File: config.mk
export PLATFORM = sky130hd
export DESIGN_NAME = frame_buffer_scheduler_flat
export DESIGN_NICKNAME = d
export VERILOG_FILES = /design/src/rtl/fb_pkg.sv /design/src/rtl/frame_buffer_scheduler_if.sv /design/src/rtl/fb_addr_calc.sv /design/src/rtl/frame_buffer_scheduler.sv /design/src/flat_wrapper.sv
export SDC_FILE = /design/constraint.sdc
export NUM_CORES = 1
export LEC_CHECK = 0
export CAP_MARGIN = 20
export CELL_PAD_IN_SITES_DETAIL_PLACEMENT = 2
export CELL_PAD_IN_SITES_GLOBAL_PLACEMENT = 2
export CORE_AREA = 5 5 123 125
export CTS_BUF_LIST = sky130_fd_sc_hd__clkbuf_16
export DETAILED_ROUTE_END_ITERATION = 12
export DIE_AREA = 0 0 128 130
export PLACE_DENSITY_LB_ADDON = 0.25
export SLEW_MARGIN = 20
export SYNTH_ARGS = -nofsm -noshare
export SYNTH_HDL_FRONTEND = slang
export SYNTH_SLANG_ARGS = --single-unit
File: constraint.sdc
create_clock -name Clk -period 7.93 [get_ports Clk]
set_clock_uncertainty 0.15 [all_clocks]
set_input_delay 1.1895 -clock Clk [delete_from_list [all_inputs] [get_ports Clk]]
set_output_delay 1.1895 -clock Clk [all_outputs]
set_load 0.005 [all_outputs]
File: src/rtl/fb_pkg.sv
// Shared types and address mapping for the double-buffered 1-bpp frame buffer.
package fb_pkg;

   localparam int H_RES    = 640;
   localparam int V_RES    = 480;
   localparam int FB_WORDS = H_RES * V_RES;
   localparam int ADDR_W   = 19;
   localparam int COORD_W  = 10;

   typedef enum logic [1:0] {
      IDLE,
      CLEAR,
      DRAW,
      WAIT_VSYNC
   } fb_state_t;

   // y*h_res + x as a sum of shifted copies of y; with a constant h_res this
   // folds to plain adders (y<<9 + y<<7 + x at 640).
   function automatic logic [31:0] pix_addr(input logic [COORD_W-1:0] x,
                                            input logic [COORD_W-1:0] y,
                                            input int                 h_res);
      logic [31:0] acc;
      acc = {22'd0, x};
      for (int i = 0; i < 16; i++) begin
         if (h_res[i]) acc = acc + ({22'd0, y} << i);
      end
      return acc;
   endfunction

endpackage

File: src/rtl/frame_buffer_scheduler_if.sv
// Renderer-side handshake: back-buffer request, pixel writes and frame completion.
interface frame_buffer_scheduler_if;
   import fb_pkg::*;

   logic               frame_start;
   logic               draw_ready;
   logic               wr_req;
   logic [COORD_W-1:0] wr_x;
   logic [COORD_W-1:0] wr_y;
   logic               wr_color;
   logic               wr_ack;
   logic               frame_done;

   modport master (
      output frame_start, wr_req, wr_x, wr_y, wr_color, frame_done,
      input  draw_ready, wr_ack
   );

   modport slave (
      input  frame_start, wr_req, wr_x, wr_y, wr_color, frame_done,
      output draw_ready, wr_ack
   );

endinterface

File: src/rtl/fb_addr_calc.sv
// Pixel coordinate to linear RAM address, plus a visible-area flag.
module fb_addr_calc #(
   parameter int H_RES  = fb_pkg::H_RES,
   parameter int V_RES  = fb_pkg::V_RES,
   parameter int ADDR_W = fb_pkg::ADDR_W
) (
   input  logic [9:0]        x,
   input  logic [9:0]        y,
   output logic [ADDR_W-1:0] addr,
   output logic              in_range
);
   import fb_pkg::*;

   assign addr     = ADDR_W'(pix_addr(x, y, H_RES));
   assign in_range = (int'(x) < H_RES) && (int'(y) < V_RES);

endmodule

File: src/rtl/frame_buffer_scheduler.sv
// Double-buffered frame buffer sequencer: clears and fills the back bank while
// the front bank feeds VGA, swapping banks only during vertical blank.
module frame_buffer_scheduler #(
   parameter int H_RES  = fb_pkg::H_RES,
   parameter int V_RES  = fb_pkg::V_RES,
   parameter int ADDR_W = fb_pkg::ADDR_W
) (
   input  logic                      Clk,
   input  logic                      Reset,
   input  logic [9:0]                ReadX,
   input  logic [9:0]                ReadY,
   input  logic                      vsync_pulse,
   output logic                      is_pixel,
   frame_buffer_scheduler_if.slave   rnd,
   output logic                      front_sel,
   output logic [15:0]               frame_count,
   output logic [ADDR_W-1:0]         mem0_addr,
   output logic                      mem0_we,
   output logic                      mem0_wdata,
   input  logic                      mem0_rdata,
   output logic [ADDR_W-1:0]         mem1_addr,
   output logic                      mem1_we,
   output logic                      mem1_wdata,
   input  logic                      mem1_rdata
);
   import fb_pkg::*;

   localparam logic [ADDR_W-1:0] LAST_ADDR = ADDR_W'(H_RES * V_RES - 1);

   fb_state_t         state_q, state_d;
   logic [ADDR_W-1:0] clr_addr_q, clr_addr_d;
   logic              front_sel_d;
   logic [15:0]       frame_count_d;

   logic [ADDR_W-1:0] rd_addr, wr_addr, back_addr;
   logic              rd_in_range, wr_in_range;
   logic              back_we, back_wdata;
   logic              rd_in_range_q, rd_sel_q;

   fb_addr_calc #(.H_RES(H_RES), .V_RES(V_RES), .ADDR_W(ADDR_W)) u_rd_calc (
      .x        (ReadX),
      .y        (ReadY),
      .addr     (rd_addr),
      .in_range (rd_in_range)
   );

   fb_addr_calc #(.H_RES(H_RES), .V_RES(V_RES), .ADDR_W(ADDR_W)) u_wr_calc (
      .x        (rnd.wr_x),
      .y        (rnd.wr_y),
      .addr     (wr_addr),
      .in_range (wr_in_range)
   );

   // NOTE: sequential state uses non-blocking assignments so every register
   // samples the pre-edge values regardless of statement order.
   always_ff @(posedge Clk) begin
      if (Reset) begin
         state_q       <= IDLE;
         clr_addr_q    <= '0;
         front_sel     <= 1'b0;
         frame_count   <= '0;
         rd_in_range_q <= 1'b0;
         rd_sel_q      <= 1'b0;
      end else begin
         state_q       <= state_d;
         clr_addr_q    <= clr_addr_d;
         front_sel     <= front_sel_d;
         frame_count   <= frame_count_d;
         rd_in_range_q <= rd_in_range;
         rd_sel_q      <= front_sel;
      end
   end

   // NOTE: every output of this block gets a default first, so no path through
   // the case statement can leave a value held and infer a latch.
   always_comb begin
      state_d        = state_q;
      clr_addr_d     = clr_addr_q;
      front_sel_d    = front_sel;
      frame_count_d  = frame_count;
      back_addr      = wr_addr;
      back_we        = 1'b0;
      back_wdata     = 1'b0;
      rnd.draw_ready = 1'b0;
      rnd.wr_ack     = 1'b0;

      case (state_q)
         IDLE: begin
            if (rnd.frame_start) begin
               state_d    = CLEAR;
               clr_addr_d = '0;
            end
         end
         CLEAR: begin
            back_addr = clr_addr_q;
            back_we   = 1'b1;
            if (clr_addr_q == LAST_ADDR) state_d    = DRAW;
            else                         clr_addr_d = clr_addr_q + 1'b1;
         end
         DRAW: begin
            rnd.draw_ready = 1'b1;
            rnd.wr_ack     = rnd.wr_req;
            // Off-screen writes are acknowledged but clipped.
            back_we        = rnd.wr_req & wr_in_range;
            back_wdata     = rnd.wr_color;
            if (rnd.frame_done) state_d = WAIT_VSYNC;
         end
         WAIT_VSYNC: begin
            if (vsync_pulse) begin
               front_sel_d   = ~front_sel;
               frame_count_d = frame_count + 16'd1;
               state_d       = IDLE;
            end
         end
         default: state_d = IDLE;
      endcase
   end

   // The front bank only ever sees the read address with its write disabled.
   assign mem0_addr  = front_sel ? back_addr  : rd_addr;
   assign mem0_we    = front_sel ? back_we    : 1'b0;
   assign mem0_wdata = front_sel ? back_wdata : 1'b0;
   assign mem1_addr  = front_sel ? rd_addr    : back_addr;
   assign mem1_we    = front_sel ? 1'b0       : back_we;
   assign mem1_wdata = front_sel ? 1'b0       : back_wdata;

   assign is_pixel = rd_in_range_q & (rd_sel_q ? mem1_rdata : mem0_rdata);

endmodule
File: src/flat_wrapper.sv
// flat-port wrapper written by rule: the top's interface ports become plain ports
module frame_buffer_scheduler_flat import fb_pkg::*;
#(
   parameter int H_RES  = fb_pkg::H_RES,
   parameter int V_RES  = fb_pkg::V_RES,
   parameter int ADDR_W = fb_pkg::ADDR_W
)
  (Clk, Reset, ReadX, ReadY, vsync_pulse, is_pixel, front_sel, frame_count, mem0_addr, mem0_we, mem0_wdata, mem0_rdata, mem1_addr, mem1_we, mem1_wdata, mem1_rdata, rnd_frame_start, rnd_wr_req, rnd_wr_x, rnd_wr_y, rnd_wr_color, rnd_frame_done, rnd_draw_ready, rnd_wr_ack);
  frame_buffer_scheduler_if rnd_i ();
  input  logic Clk;
  input  logic Reset;
  input  logic [9:0] ReadX;
  input  logic [9:0] ReadY;
  input  logic vsync_pulse;
  output logic is_pixel;
  output logic front_sel;
  output logic [15:0] frame_count;
  output logic [ADDR_W-1:0] mem0_addr;
  output logic mem0_we;
  output logic mem0_wdata;
  input  logic mem0_rdata;
  output logic [ADDR_W-1:0] mem1_addr;
  output logic mem1_we;
  output logic mem1_wdata;
  input  logic mem1_rdata;
  input wire logic [$bits(rnd_i.frame_start)-1:0] rnd_frame_start;
  input wire logic [$bits(rnd_i.wr_req)-1:0] rnd_wr_req;
  input wire logic [$bits(rnd_i.wr_x)-1:0] rnd_wr_x;
  input wire logic [$bits(rnd_i.wr_y)-1:0] rnd_wr_y;
  input wire logic [$bits(rnd_i.wr_color)-1:0] rnd_wr_color;
  input wire logic [$bits(rnd_i.frame_done)-1:0] rnd_frame_done;
  output wire logic [$bits(rnd_i.draw_ready)-1:0] rnd_draw_ready;
  output wire logic [$bits(rnd_i.wr_ack)-1:0] rnd_wr_ack;
  assign rnd_i.frame_start = rnd_frame_start;
  assign rnd_i.wr_req = rnd_wr_req;
  assign rnd_i.wr_x = rnd_wr_x;
  assign rnd_i.wr_y = rnd_wr_y;
  assign rnd_i.wr_color = rnd_wr_color;
  assign rnd_i.frame_done = rnd_frame_done;
  assign rnd_draw_ready = rnd_i.draw_ready;
  assign rnd_wr_ack = rnd_i.wr_ack;
  frame_buffer_scheduler #(.H_RES(H_RES), .V_RES(V_RES), .ADDR_W(ADDR_W)) u_core (.Clk(Clk), .Reset(Reset), .ReadX(ReadX), .ReadY(ReadY), .vsync_pulse(vsync_pulse), .is_pixel(is_pixel), .rnd(rnd_i), .front_sel(front_sel), .frame_count(frame_count), .mem0_addr(mem0_addr), .mem0_we(mem0_we), .mem0_wdata(mem0_wdata), .mem0_rdata(mem0_rdata), .mem1_addr(mem1_addr), .mem1_we(mem1_we), .mem1_wdata(mem1_wdata), .mem1_rdata(mem1_rdata));
endmodule
### After elaboration in Yosys (flattened, before gate mapping)

Index checks and enable logic that the tools add are counted.

| cells by class | value |
|---|---|
| equal/unequal tests | 9 |
| multiplexer cells | 20 |
| $lt $le $gt $ge | 4 |
| bitwise operators | 3 |
| reduce and logical (&&, ||, !) cells | 7 |
| add/subtract/negate cells | 6 |

Operator list:

| operator | number |
|---|---|
| two-way mux 19 bit | 5 |
| adder 18 x 19 -> 19 bit | 2 |
| one-hot mux 19 bit (2 select lines) | 1 |
| adder 10 x 17 -> 18 bit | 2 |
| less-than comparator 10 bit (second input constant) | 2 |
| less-than comparator 10 x 9 -> 1 bit (second input constant) | 2 |
| adder 19 x 1 -> 19 bit (second input constant) | 1 |
| equality test 19 bit (second input constant) | 1 |
| adder 16 x 1 -> 16 bit (second input constant) | 1 |
| two-way mux 1 bit | 8 |
| two-way mux 2 bit | 4 |
| inequality test 2 bit (second input constant) | 4 |
| one-hot mux 2 bit (4 select lines) | 1 |
| equality test 2 bit (second input constant) | 2 |
| AND reduction 4 bit | 1 |
| AND reduction 3 bit | 1 |
| AND 1 bit | 2 |
| equality test 2 x 1 -> 1 bit (second input constant) | 1 |
| logical AND 1 bit | 2 |
| logical NOT 2 bit | 1 |
| inequality test 2 x 1 -> 1 bit (second input constant) | 1 |
| one-hot mux 1 bit (2 select lines) | 1 |
| AND reduction 2 bit | 1 |
| nonzero test 2 bit | 1 |
| inverter 1 bit | 1 |

| word-level totals | value |
|---|---|
| register bits | 40 |
| bits of input ports | 49 |
| word-level logic and storage cells | 55 |
| output and inout bits | 62 |

### Depth between registers and ports, before layout

| depth | value |
|---|---|
| depth after elaboration | 5 |
| depth in mapped cells | 9 |
| depth with buffers taken out | 9 |

### Hierarchy

Synthesis repeated with hierarchy kept, for this count alone.

| second synthesis, totals | value |
|---|---|
| cell total of the unflattened synthesis | 489 |
| area, all modules | 4162.7 um^2 |

Modules (own cells, without submodules):

| module | seq. area each (um^2) | times used | area an instance (um^2) | cells an instance |
|---|---|---|---|---|
| frame_buffer_scheduler | 800.8 | 1 | 2836.5 | 327 |
| fb_addr_calc | 0.0 | 2 | 663.1 | 81 |

### Least setup slack after synthesis

Ideal clock, no wire load.

| timing | value |
|---|---|
| path kind | input to output |
| start point | input ReadX[9] |
| end point | output mem0_addr[16] |
| stages on the path | 9 |
| path buffers | 0 |
| data required time | 6.590 ns |
| data arrival time | 3.559 ns |
| setup slack | 3.031 ns |
| cells stage by stage | inv_1 fa_1 inv_1 fa_1 a211oi_1 o21bai_1 a2111oi_0 nor3b_1 o31ai_1 |

| on the way | value |
|---|---|
| longest elaborated chain between the ends | 3 |

RTL lines:

| element | RTL line | RTL |
|---|---|---|
| from (decl) | flat_wrapper.sv:12 | `input logic [9:0] ReadX;` |
| adder 10 x 17 -> 18 bit | fb_pkg.sv:25 | `if (h_res[i]) acc = acc + ({22'd0, y} << i);` |
| adder 18 x 19 -> 19 bit | fb_pkg.sv:25 |  |
| two-way mux 19 bit | frame_buffer_scheduler.sv:120 | `assign mem0_addr = front_sel ? back_addr : rd_addr;` |
| to (decl) | flat_wrapper.sv:18 | `output logic [ADDR_W-1:0] mem0_addr;` |

Every way passes these cells.

### Worst setup path in the final report

Ends and elaborated chain as after synthesis.

==> metrics.cfg <==
[routing]
drc_errors = 0
vias = 4377
vias_per_cell = 5.43
first_pass_iters = 4
ant_nets = 0
wire_per_inst_um = 19.3
drtIter0Drc = 174
routed_wl_mm = 15.6

[timing]
relSlewSlack_pct = 31.1
finalCritPeriodShare_pct = 79.8
final_hold_viol_count = 0
setup_tns_ns = 0
fin_hold_ws_ns = 0.373
max_freq_ghz = 0.158
rsz0062_at_grt = false
worst_slack_ns = 1.61
drv_slew = 0
min_period_ns = 6.32
setup-violations-final = 0
tightest_slew_ns = 1.03

[yosys]
syn_area_um2 = 4040
ys.flop_type = dfxtp_1
synth_top_cell_area_share_pct = 19.8
yosysSeqAreaShare_pct = 19.8
ys_async_sr_fraction_pct = 0
synth_cells = 530
yosysTopAreaCell = dfxtp_1
yosysMostFrequentCell = nor2_1
ys_seq_elements = 40
synth_cell_types = 64
synthTopCellsByArea = dfxtp_1 (20%), ha_1 (14%), a21oi_1 (6.1%)
synth_commonest_cells = nor2_1 (61), a21oi_1 (49), ha_1 (44)
yosysWarnings = 0
synth_edf_count = 0
synth.avg_cell_area_um2 = 7.62
synthesis.nets = 627

[finish]
seqCellArea_um2 = 802
final-instance-count-excl-fill = 806
layout.nets = 722
area_growth_pct = 35.0
final_core_util_pct = 39.6
fillCellCount = 1616
final_cell_area_um2 = 5450
diodes = 0
multiInputGateArea_um2 = 3020
layout-drive-gt1-share_pct = 3.99

[clock_network]
cts.sinks = 40
clk_pin_slew_ns = 0.05
clockBufferDepth = 2
tritoncts = done
insertion_delay_ns = 0.28
cts_max_level = 2
cts-root-buf = clkbuf_16
numCtsBuffers = 5
cts_hold_buf = 0
cts_setup_buffers = 0
ctsResizeCount = 0

[pwr]
p_total_mw = 1.07
leakagePower_nw = 2.06
power_density_nw_per_um2 = 197
ir_drop_uv = 81.5

[hold_path]
whs_path_depth = 2
hp-class = reg -> reg
hp-start = u_core.frame_count[9]
min_to = u_core.frame_count[9]

[critical_path]
required_ns = 6.59
timing.rr.start = u_core.state_q[1]
rr_worst_depth = 7
crit_arrival_ns = 4.99
crit_fanout = 3
r2r-end = u_core.clr_addr_q[11]
cp-end-kind = output port
crit_type = in -> out
cp-start-kind = input pin
reg2reg_slack_ns = 4.66

[floorplanning]
dieWidth_um = 128
ioPinCount = 111
row_count = 43
start_util_pct = 29.3
die_h_um = 130
core_um2 = 13800
fp.dieArea_um2 = 16600

[placed_design]
place.gp.congestion = 0.790
dpl-instance-area_um2 = 5290
post-dp-hpwl_mm = 12.6
numPortBuffers = 110
pre_cts_ws_ns = 1.62
dp_cells = 798

[job]
cap_violations = 0

[global_route]
antenna_found_initial = 0
grt_max_degree = 55
grt_pass1_vias = 4723
grt_pass1_wl_mm = 24.8
grtUsageTotal_pct = 18.4
overflow = 0

[run_status]
status = finished clean

==> registers in the layout (all words and copies together), names as in the netlist <==
| register | cells |
|---|---|
| u_core.rd_sel_q | 1 |
| u_core.frame_count | 16 |
| u_core.front_sel | 1 |
| u_core.state_q | 2 |
| u_core.rd_in_range_q | 1 |
| u_core.clr_addr_q | 19 |
==> layout by cell type, fill, tap and decap left out, types with 5 or more instances in the layout <==
cell	Yosys	routed
clkbuf_16	0	5
mux2i_1	17	17
o21a_1	6	6
a211oi_1	13	13
nand4_1	7	7
o21ai_0	29	29
nand2_1	37	37
nor3_1	13	13
o31ai_1	11	11
ha_1	44	43
or3_1	5	5
clkdlybuf4s50_1	0	110
xnor2_1	11	11
and3_1	12	12
a311oi_1	7	7
nand3_1	11	11
dfxtp_1	40	39
a31oi_1	6	6
a21o_1	7	7
nor2_1	61	61
xor2_1	7	7
inv_1	31	31
a21oi_1	49	49
==> power breakdown <==
part           switching, mW  internal (mW)  total (mW)
logic                  0.328          0.296       0.624
registers             0.0151          0.209       0.224
clock network         0.0798          0.146       0.226
==> cell families after synthesis <==
logic type | after synthesis | synth area share, %
AO/OA/AOI/OAI | 169 | 27.9
XOR/XNOR | 18 | 3.90
adder cells (fa/ha/maj) | 48 | 15.6
buffers and inverters | 57 | 5.45
flip-flops | 40 | 19.8
multiplexers | 20 | 5.05
AND/OR/NAND/NOR | 178 | 22.3
==> how the worst max path moves through the flow <==
stage / from / to / slack, ns / depth (start not counted)
after floorplan: ReadX[9] / mem0_addr[16] / 3.03 / 9
after global placement: ReadX[9] / mem1_addr[16] / 1.74 / 11
after detailed placement: ReadX[9] / mem0_addr[16] / 1.62 / 11
after CTS: ReadX[9] / mem0_addr[16] / 1.59 / 11
after global routing: ReadX[9] / mem1_addr[16] / 1.42 / 11
final: ReadX[9] / mem0_addr[16] / 1.61 / 11
==> per-layer routing <==
| metal | wire length [µm] | GRT usage [%] | share of wire (%) | up-vias |
|---|---|---|---|---|
| met5 | 0 | 0 | 0 | - |
| met4 | 305 | 5.49 | 2.0 | 0 |
| met3 | 534 | 2.33 | 3.4 | 16 |
| met2 | 8010 | 34.8 | 51 | 96 |
| met1 | 6740 | 21.7 | 43 | 2111 |
| li1 | - | - | - | 2154 |
==> worst max-delay path: stages <==
cell and delay [ns]:
clkdlybuf4s50_1 0.49, inv_1 0.07, fa_1 0.54, inv_1 0.07, fa_1 0.49, a211oi_1 0.40
o21bai_1 0.16, a2111oi_0 0.56, nor3b_1 0.15, o31ai_1 0.30, clkdlybuf4s50_1 0.56
==> cell type report <==
| cell class | instances | area share, % |
|---|---|---|
| clock buffer | 5 | 2.29 |
| clock inverter | 3 | 0.688 |
| inverter | 32 | 2.20 |
| multi-input combinational | 433 | 55.4 |
| sequential | 40 | 14.7 |
| tap | 180 | 4.13 |
| timing repair buffer | 113 | 20.6 |
Power figures use the tool's default switching activity.
